## src/rtl/lsu_load_store_unit.sv

```systemverilog
// MEM-stage load/store unit: valid/grant/rvalid handshake to data memory, lane steering and load extension.
// Optional build macro LSU_MISALIGN_TRAP_EN adds the misalign port and suppresses misaligned requests.
module lsu_load_store_unit #(
  parameter int XLEN = 32,
  parameter int BE_W = XLEN / 8
) (
  input  logic            clk,
  input  logic            rst,
  input  logic            req_valid,
  input  logic            req_we,
  input  logic [2:0]      req_funct3,
  input  logic [XLEN-1:0] req_addr,
  input  logic [XLEN-1:0] req_wdata,
  output logic            stall,
  output logic [XLEN-1:0] rdata,
  output logic            rdata_valid,
  output logic            mem_req,
  output logic            mem_we,
  output logic [XLEN-1:0] mem_addr,
  output logic [XLEN-1:0] mem_wdata,
  output logic [BE_W-1:0] mem_be,
  input  logic            mem_gnt,
  input  logic            mem_rvalid,
  input  logic [XLEN-1:0] mem_rdata
`ifdef LSU_MISALIGN_TRAP_EN
  ,
  output logic            misalign
`endif
);

  typedef enum logic [1:0] {IDLE, REQ, WAIT, DONE} state_e;

  state_e            state_q, state_d;
  logic              we_q;
  logic [2:0]        funct3_q;
  logic [1:0]        off_q;
  logic [XLEN-1:0]   addr_q;
  logic [XLEN-1:0]   wdata_q;
  logic [BE_W-1:0]   be_q;
  logic [XLEN-1:0]   rdata_q;
  logic              accept;
  logic              ld_capture;
  logic              mis_now;
  logic              mis_q;

  // funct3[1:0] encodes the width: 00 byte, 01 half, anything else is a word
  function automatic logic [BE_W-1:0] store_be(input logic [2:0] f3, input logic [1:0] off);
    case (f3[1:0])
      2'b00:   store_be = 4'b0001 << off;
      2'b01:   store_be = off[1] ? 4'b1100 : 4'b0011;
      default: store_be = 4'b1111;
    endcase
  endfunction

  function automatic logic [XLEN-1:0] store_data(input logic [2:0] f3, input logic [XLEN-1:0] w);
    case (f3[1:0])
      2'b00:   store_data = {4{w[7:0]}};
      2'b01:   store_data = {2{w[15:0]}};
      default: store_data = w;
    endcase
  endfunction

  function automatic logic [XLEN-1:0] load_fmt(input logic [2:0] f3, input logic [1:0] off,
                                               input logic [XLEN-1:0] w);
    logic [7:0]  b;
    logic [15:0] h;
    b = w[{off, 3'b000} +: 8];
    h = off[1] ? w[31:16] : w[15:0];
    case (f3)
      3'b000:  load_fmt = {{24{b[7]}}, b};
      3'b100:  load_fmt = {24'd0, b};
      3'b001:  load_fmt = {{16{h[15]}}, h};
      3'b101:  load_fmt = {16'd0, h};
      default: load_fmt = w;
    endcase
  endfunction

`ifdef LSU_MISALIGN_TRAP_EN
  assign mis_now = ((req_funct3[1:0] == 2'b01) && req_addr[0]) ||
                   (req_funct3[1] && (req_addr[1:0] != 2'b00));
`else
  assign mis_now = 1'b0;
`endif

  always_comb begin
    state_d    = state_q;
    accept     = 1'b0;
    ld_capture = 1'b0;
    case (state_q)
      IDLE: if (req_valid) begin
        accept  = 1'b1;
        state_d = mis_now ? DONE : REQ;
      end
      REQ: if (mem_gnt) begin
        ld_capture = !we_q && mem_rvalid;
        state_d    = (we_q || mem_rvalid) ? DONE : WAIT;
      end
      WAIT: if (mem_rvalid) begin
        ld_capture = 1'b1;
        state_d    = DONE;
      end
      default: state_d = IDLE;
    endcase
  end

  always_comb begin
    stall       = 1'b0;
    mem_req     = 1'b0;
    mem_we      = 1'b0;
    rdata_valid = 1'b0;
    case (state_q)
      IDLE: stall = req_valid;
      REQ: begin
        stall   = 1'b1;
        mem_req = 1'b1;
        mem_we  = we_q;
      end
      WAIT: stall = 1'b1;
      default: rdata_valid = !we_q && !mis_q;
    endcase
  end

  always_ff @(posedge clk) begin
    if (rst) begin
      state_q  <= IDLE;
      we_q     <= 1'b0;
      funct3_q <= 3'b000;
      off_q    <= 2'b00;
      addr_q   <= '0;
      wdata_q  <= '0;
      be_q     <= '0;
      rdata_q  <= '0;
      mis_q    <= 1'b0;
    end else begin
      state_q <= state_d;
      if (accept) begin
        we_q     <= req_we;
        funct3_q <= req_funct3;
        off_q    <= req_addr[1:0];
        addr_q   <= {req_addr[XLEN-1:2], 2'b00};
        wdata_q  <= store_data(req_funct3, req_wdata);
        be_q     <= store_be(req_funct3, req_addr[1:0]);
        mis_q    <= mis_now;
      end
      if (ld_capture) rdata_q <= load_fmt(funct3_q, off_q, mem_rdata);
    end
  end

  assign rdata     = rdata_q;
  assign mem_addr  = addr_q;
  assign mem_wdata = wdata_q;
  assign mem_be    = be_q;
`ifdef LSU_MISALIGN_TRAP_EN
  assign misalign  = (state_q == DONE) && mis_q;
`endif

endmodule

```

## config.mk

```make
export PLATFORM = sky130hd
export DESIGN_NAME = lsu_load_store_unit
export DESIGN_NICKNAME = d
export VERILOG_FILES = /design/src/rtl/lsu_load_store_unit.sv
export SDC_FILE = /design/constraint.sdc
export NUM_CORES = 1
export LEC_CHECK = 0
export CORE_UTILIZATION = 42
export DETAILED_ROUTE_END_ITERATION = 8
export PLACE_DENSITY = 0.81
export SLEW_MARGIN = 20
export SYNTH_ARGS = -nofsm -noshare
export SYNTH_HDL_FRONTEND = slang
export SYNTH_SLANG_ARGS = --single-unit
```

## constraint.sdc

```tcl
create_clock -name clk -period 2.87 [get_ports clk]
set_clock_uncertainty 0.2 [all_clocks]
set_input_delay 0.7175 -clock clk [delete_from_list [all_inputs] [get_ports clk]]
set_output_delay 0.7175 -clock clk [all_outputs]
set_load 0.01 [all_outputs]
```

==> results of run 1 <==
report_power, final:
| group | total, mW | leakage (nW) | internal (mW) | switching [mW] |
|---|---|---|---|---|
| combinational | 2.10 | 1.58 | 1.03 | 1.07 |
| sequential | 1.98 | 0.867 | 1.77 | 0.205 |
| clock | 0.880 | 0.0937 | 0.349 | 0.530 |
Yosys cell counts (2+ instances only):
cell type / number / area, um^2
a211oi_1: 27 / 203
a21oi_1: 57 / 285
a221oi_2: 7 / 105
a311oi_1: 9 / 78.8
and2_1: 2 / 12.5
buf_2: 10 / 50.1
buf_4: 3 / 22.5
clkbuf_1: 31 / 116
dfxtp_1: 106 / 2120
ha_1: 5 / 62.6
inv_1: 8 / 30.0
mux2i_1: 28 / 280
nand2_1: 155 / 582
nand2b_1: 5 / 31.3
nand3b_1: 6 / 45.0
nor2_1: 53 / 199
nor2b_1: 2 / 12.5
nor3_1: 7 / 35.0
o21ai_0: 24 / 120
o221ai_1: 7 / 61.3
how the worst max path moves through the flow:
stage,start,to
floorplan,req_valid,stall
global placement,req_valid,stall
detailed placement,req_valid,stall
CTS,state_q[0],stall
global route,state_q[0],stall
finish,state_q[0],stall
what timing repair did:
item	4_1_cts	5_1_grt
buffers inserted	0	0
gates resized for setup	1	0
setup endpoints to repair	1	0
endpoints found under the hold margin	0	0
layout make-up:
cell class                      count  area [um^2]
Fill cell                         914         3780
Multi-Input combinational cell    412         2300
Timing Repair Buffer              220         2200
Sequential cell                   106         2120
Tap cell                          140          175
Clock buffer                       10          138
Clock inverter                      6         47.5
Inverter                            8         30.0
per-stage QoR:
stage | utilization | area, um^2 | hold WS [ns] | total power [mW] | TNS (ns)
after floorplan | - | 4640 | 0.257 | 3.07 | 0
after global placement | 0.633 | 6830 | 0.242 | 4.03 | -0.0436
after detailed placement | 0.633 | 6830 | 0.250 | 4.11 | -0.0663
after CTS | 0.650 | 7020 | 0.266 | 4.98 | 0
after global routing | 0.650 | 7020 | 0.280 | 5.25 | 0
final | 0.650 | 7020 | 0.261 | 4.95 | 0
logic make-up (layout without fill, tap and decap cells):
kind of cell               count (synthesis)  count (layout)  synth area share
AOI/OAI and AO/OA                        143             143             0.212
adders and majority gates                  5               5            0.0135
buffers and inverters                     53             244            0.0480
DFF                                      106             106             0.457
muxes                                     29              29            0.0652
other                                      1               2          0.000808
and+or+nand+nor                          233             233             0.203
flip-flops by register name, indices dropped and copies added (netlist names):
| register | count |
|---|---|
| mem_be | 4 |
| state_q | 2 |
| rdata | 32 |
| off_q | 2 |
| mem_wdata | 32 |
| mem_addr | 30 |
| funct3_q | 3 |
| we_q | 1 |
tightest hold or removal path: cells and delay by family (launching register included):
kind             cells  cell delay [ns]
flip-flops           1             0.32
AND/OR/NAND/NOR      1             0.05
AO/OA/AOI/OAI        1             0.05
layer usage:
layer	GRT usage	vias to the layer above	share of wire
li1	-	2323	-
met1	0.303	2214	0.41
met2	0.419	202	0.48
met3	0.0559	44	0.071
met4	0.108	0	0.037
met5	0	-	0
==> impl_metrics.ini, run 1 <==
[placement]
gp_congestion = 0.893
pre_cts_slack_ns = -0.0663
placed_cells = 886
port_buffers = 206
post-dp-hpwl_mm = 10.6

[clock_tree]
h-tree-depth = 3
root_buffer = clkbuf_8
cts_max_path_buffers = 2
clk-insertion-delay-late_ns = 0.37
clk_pin_slew_ns = 0.10
cts_hold_buf = 0
cts_made_buffers = 9
cts_tree = yes
cts_sinks = 106

[routing]
wl_mm = 14.4
firstDrtPassIters = 5
wl_per_cell_um = 16.0
routed_via_density = 5.30
vias = 4783
drtIter0Drc = 251
ant_nets = 0
drc = 0

[floorplanning]
dieArea_um2 = 11500
fp.dieW_um = 107
ioPinCount = 209
fp.coreArea_um2 = 10800
rows = 38
fp.dieH_um = 107
initial_utilization = 0.430

[pwr]
irDropWorstVdd_mv = 0.381
power_density_nw_per_um2 = 706
power.leakage_nw = 2.54

[hold_path]
holdPathEnd = mem_addr[23]
min-delay-start = mem_addr[23]
hold_class = reg -> reg
hold_depth = 2

[synth]
postSynth.asyncResetShare = 0
ys_seq_area_frac = 0.457
yosysUniqueCellTypes = 38
syn-cell-area_um2 = 4640
ys_ff_latch = 106
synthCells = 570
synth_area_per_cell_um2 = 8.14
yosysWarnings = 0
synthFlopType = dfxtp_1
synth_edf_count = 0

[global_routing]
grt_pass1_vias = 4675
antenna_found_initial = 0
overflow = 0
grt_max_degree = 89
grt_usage = 0.248
grt_pass1_wl_mm = 22.6

[timing]
clock.fmax_mhz = 370
finalSetupViolations = 0
rsz0062_at_grt = no
min_period_ns = 2.70
slew_viol_final = 0
fin_crit_sh = 0.941
slew-limit-headroom = 0.451
tightest_slew_ns = 0.823
finalHoldViolCount = 0
fin_ws_ns = 0.168

[layout]
syn_to_final_growth_pct = 51.2
num_antenna_cells = 0
final_cell_mix = clkdlybuf4s50_1, nand2_1, dfxtp_1
nets = 867
layout_commonest_cell = clkdlybuf4s50_1
drive_above_1_share = 0.0604
stdcell_count = 902

[worst_setup_path]
cp-end-kind = output port
rr_worst_depth = 6
cp_data_arrival_time_ns = 1.78
cp_top_family = flip-flops
crit-reg2reg-launch = state_q[0]
cp_cell_sequence = inv_1, ha_1, and2_2, nor2_1, nor2_1, dlygate4sd2_1
startpoint_type = flop
r2r_end = mem_be[0]
crit_path_frequent_cell = nor2_1
crit_required_ns = 1.95
r2r_slack_ns = 0.58
cp_max_fo = 5
crit_type = reg -> out
slowest_stage = dfxtp_1
slowest_delay_ns = 0.42
cp.depth = 6
worst-path-buf-inv = 2

[run_status]
status = finished, final reports clean

[flow_run]
drv_cap = 0
Note: power is estimated with default switching activity, not from simulation.
==> run 2: changes to the inputs <==
Settings changed: SLEW_MARGIN 20 to unset.
==> results of run 2 <==
The final DEF is identical to that of run 1; final timing and power are the same.
==> run 3: changes to the inputs <==
Settings changed: CORE_MARGIN set to 4.
==> run 3 against run 2 <==
Compared with the run above: critical path depth is 2 lower; global-route usage decreased by 3.0 points; worst setup slack improved by 0.0038 ns; sequential share of layout area decreased by 0.13 points; die area grew 12%; sequential power about the same; non-clock buffer count unchanged; worst hold slack got worse by 0.00068 ns; fmax is 0.14% higher; routed wire length grew 1.1%; critical path type unchanged; critical endpoint is now mem_we; largest power group unchanged; highest routed layer is now met5.
==> impl_metrics.ini, run 3 (synthesis gave the netlist of run 1 again) <==
[worst_setup_path]
startpoint_type = flop
rr_worst_depth = 6
crit-reg2reg-launch = state_q[1]
cp_data_arrival_time_ns = 1.78
crit_required_ns = 1.95
cp-startpoint = state_q[1]
slowest_delay_ns = 0.49
cp_cell_sequence = inv_1, ha_1, and2_1, clkdlybuf4s50_1
r2r_slack_ns = 0.68
cp-end-kind = output port
cp_max_fo = 5
crit_end = mem_we
slowest_stage = clkdlybuf4s50_1
r2r_end = mem_wdata[23]
crit_type = reg -> out

[pwr]
p_int_mw = 3.23
finalPower_mw = 5.04
p_sw_mw = 1.81
p_sw_frac = 0.360
power_frac_comb = 0.419
power_density_nw_per_um2 = 716
seqPwrFrac = 0.390
power.leakage_nw = 2.55
irDropWorstVdd_mv = 0.495
p_clk_frac = 0.192

[global_routing]
grt_max_degree = 89
grt_pass1_wl_mm = 22.7
grt_pass1_vias = 4619
antenna_found_initial = 2
overflow = 0
grt_usage = 0.218

[routing]
drtIter0Drc = 285
firstDrtPassIters = 4
routed_via_density = 5.26
drc = 0
wl_mm = 14.6
vias = 4746
wl_per_cell_um = 16.2
ant_nets = 0

[floorplanning]
dieArea_um2 = 12800
rows = 38
fp.dieH_um = 113
ioPinCount = 209
initial_utilization = 0.428
fp.dieW_um = 113
fp.coreArea_um2 = 10800

[timing]
slew-limit-headroom = 0.465
finalHoldViolCount = 0
finalSetupViolations = 0
fin_crit_sh = 0.940
tightest_slew_ns = 0.802
fin_ws_ns = 0.172
clock.fmax_mhz = 371
min_period_ns = 2.70
slew_viol_final = 0
fin_setup_tns_ns = 0
fin_hold_ws_ns = 0.260
rsz0062_at_grt = no

[clock_tree]
cts_max_path_buffers = 2
h-tree-depth = 3
cts_hold_buf = 0
cts_sinks = 106
cts_tree = yes
clk-insertion-delay-late_ns = 0.37
cts_made_buffers = 9
clk_pin_slew_ns = 0.11
root_buffer = clkbuf_8

[hold_path]
hold_class = reg -> reg

[placement]
post-dp-hpwl_mm = 11.0
pre_cts_slack_ns = -0.0813
gp_congestion = 0.944
port_buffers = 206

[layout]
fillCellCount = 913
multi_input_area_um2 = 2310
regArea_um2 = 2120
final_core_util = 0.650
syn_to_final_growth_pct = 51.8
final_cell_mix = clkdlybuf4s50_1, nand2_1, dfxtp_1
drive_above_1_share = 0.0617
nets = 867
layout_commonest_cell = clkdlybuf4s50_1

[flow_run]
drv_cap = 0

[run_status]
status = finished, final reports clean
-- run 3: cell types whose count changed in the layout (fill, tap and decap cells not counted), sizes merged --
cell / previous run / this run
bufinv: 0 / 1
clkbuf: 10 / 9
diode: 0 / 1
-- run 3: final cells by class --
type / instances / area share
Clock inverter: 7 / 0.0123
Antenna cell: 1 / 0.000355
Clock buffer: 9 / 0.0176
Timing Repair Buffer: 220 / 0.312
Tap cell: 140 / 0.0249
Inverter: 8 / 0.00426
Multi-Input combinational cell: 412 / 0.327
Sequential cell: 106 / 0.301
-- run 3: timing repair --
action / CTS / global route
buffers inserted: 0 / 0
endpoints found under the hold margin: 0 / 0
setup endpoints to repair: 1 / 0
resized for setup: 2 / 0
-- run 3: worst max-delay path, delay by kind of cell (launching register included) --
kind,cells,cell delay (ns)
buffers and inverters,2,0.58
flip-flops,1,0.43
adder cells (fa/ha/maj),1,0.24
AND/OR/NAND/NOR,1,0.17
-- run 3: how the worst min path moves through the flow --
stage	startpoint	endpoint	cells past startpoint
6_report	mem_addr[26]	mem_addr[26]	2
5_1_grt	mem_wdata[5]	mem_wdata[5]	2
3_5_place_dp	mem_addr[26]	mem_addr[26]	2
2_1_floorplan	funct3_q[2]	funct3_q[2]	2
3_3_place_gp	mem_addr[5]	mem_addr[5]	2
4_1_cts	mem_addr[26]	mem_addr[26]	2
-- run 3: layer usage --
layer / wire length [um] / track usage
met1: 5750 / 0.259
met2: 7190 / 0.371
met3: 1130 / 0.0610
met4: 523 / 0.0905
met5: 8 / 0
-- run 3: metrics by stage --
step           cells  cell area [um^2]
3_5_place_dp     886              6830
5_1_grt          903              7050
6_report         903              7050
4_1_cts          902              7040
2_1_floorplan    571              4640
3_3_place_gp     886              6830
-- run 3: power groups by stage --
stage | Clock (mW) | Sequential, mW | Combinational (mW)
detailed placement | 0 | 2.00 | 2.12
CTS | 0.997 | 1.97 | 2.12
floorplan | 0 | 2.09 | 0.984
global placement | 0 | 1.98 | 2.07
global route | 1.06 | 2.01 | 2.29
finish | 0.968 | 1.97 | 2.11
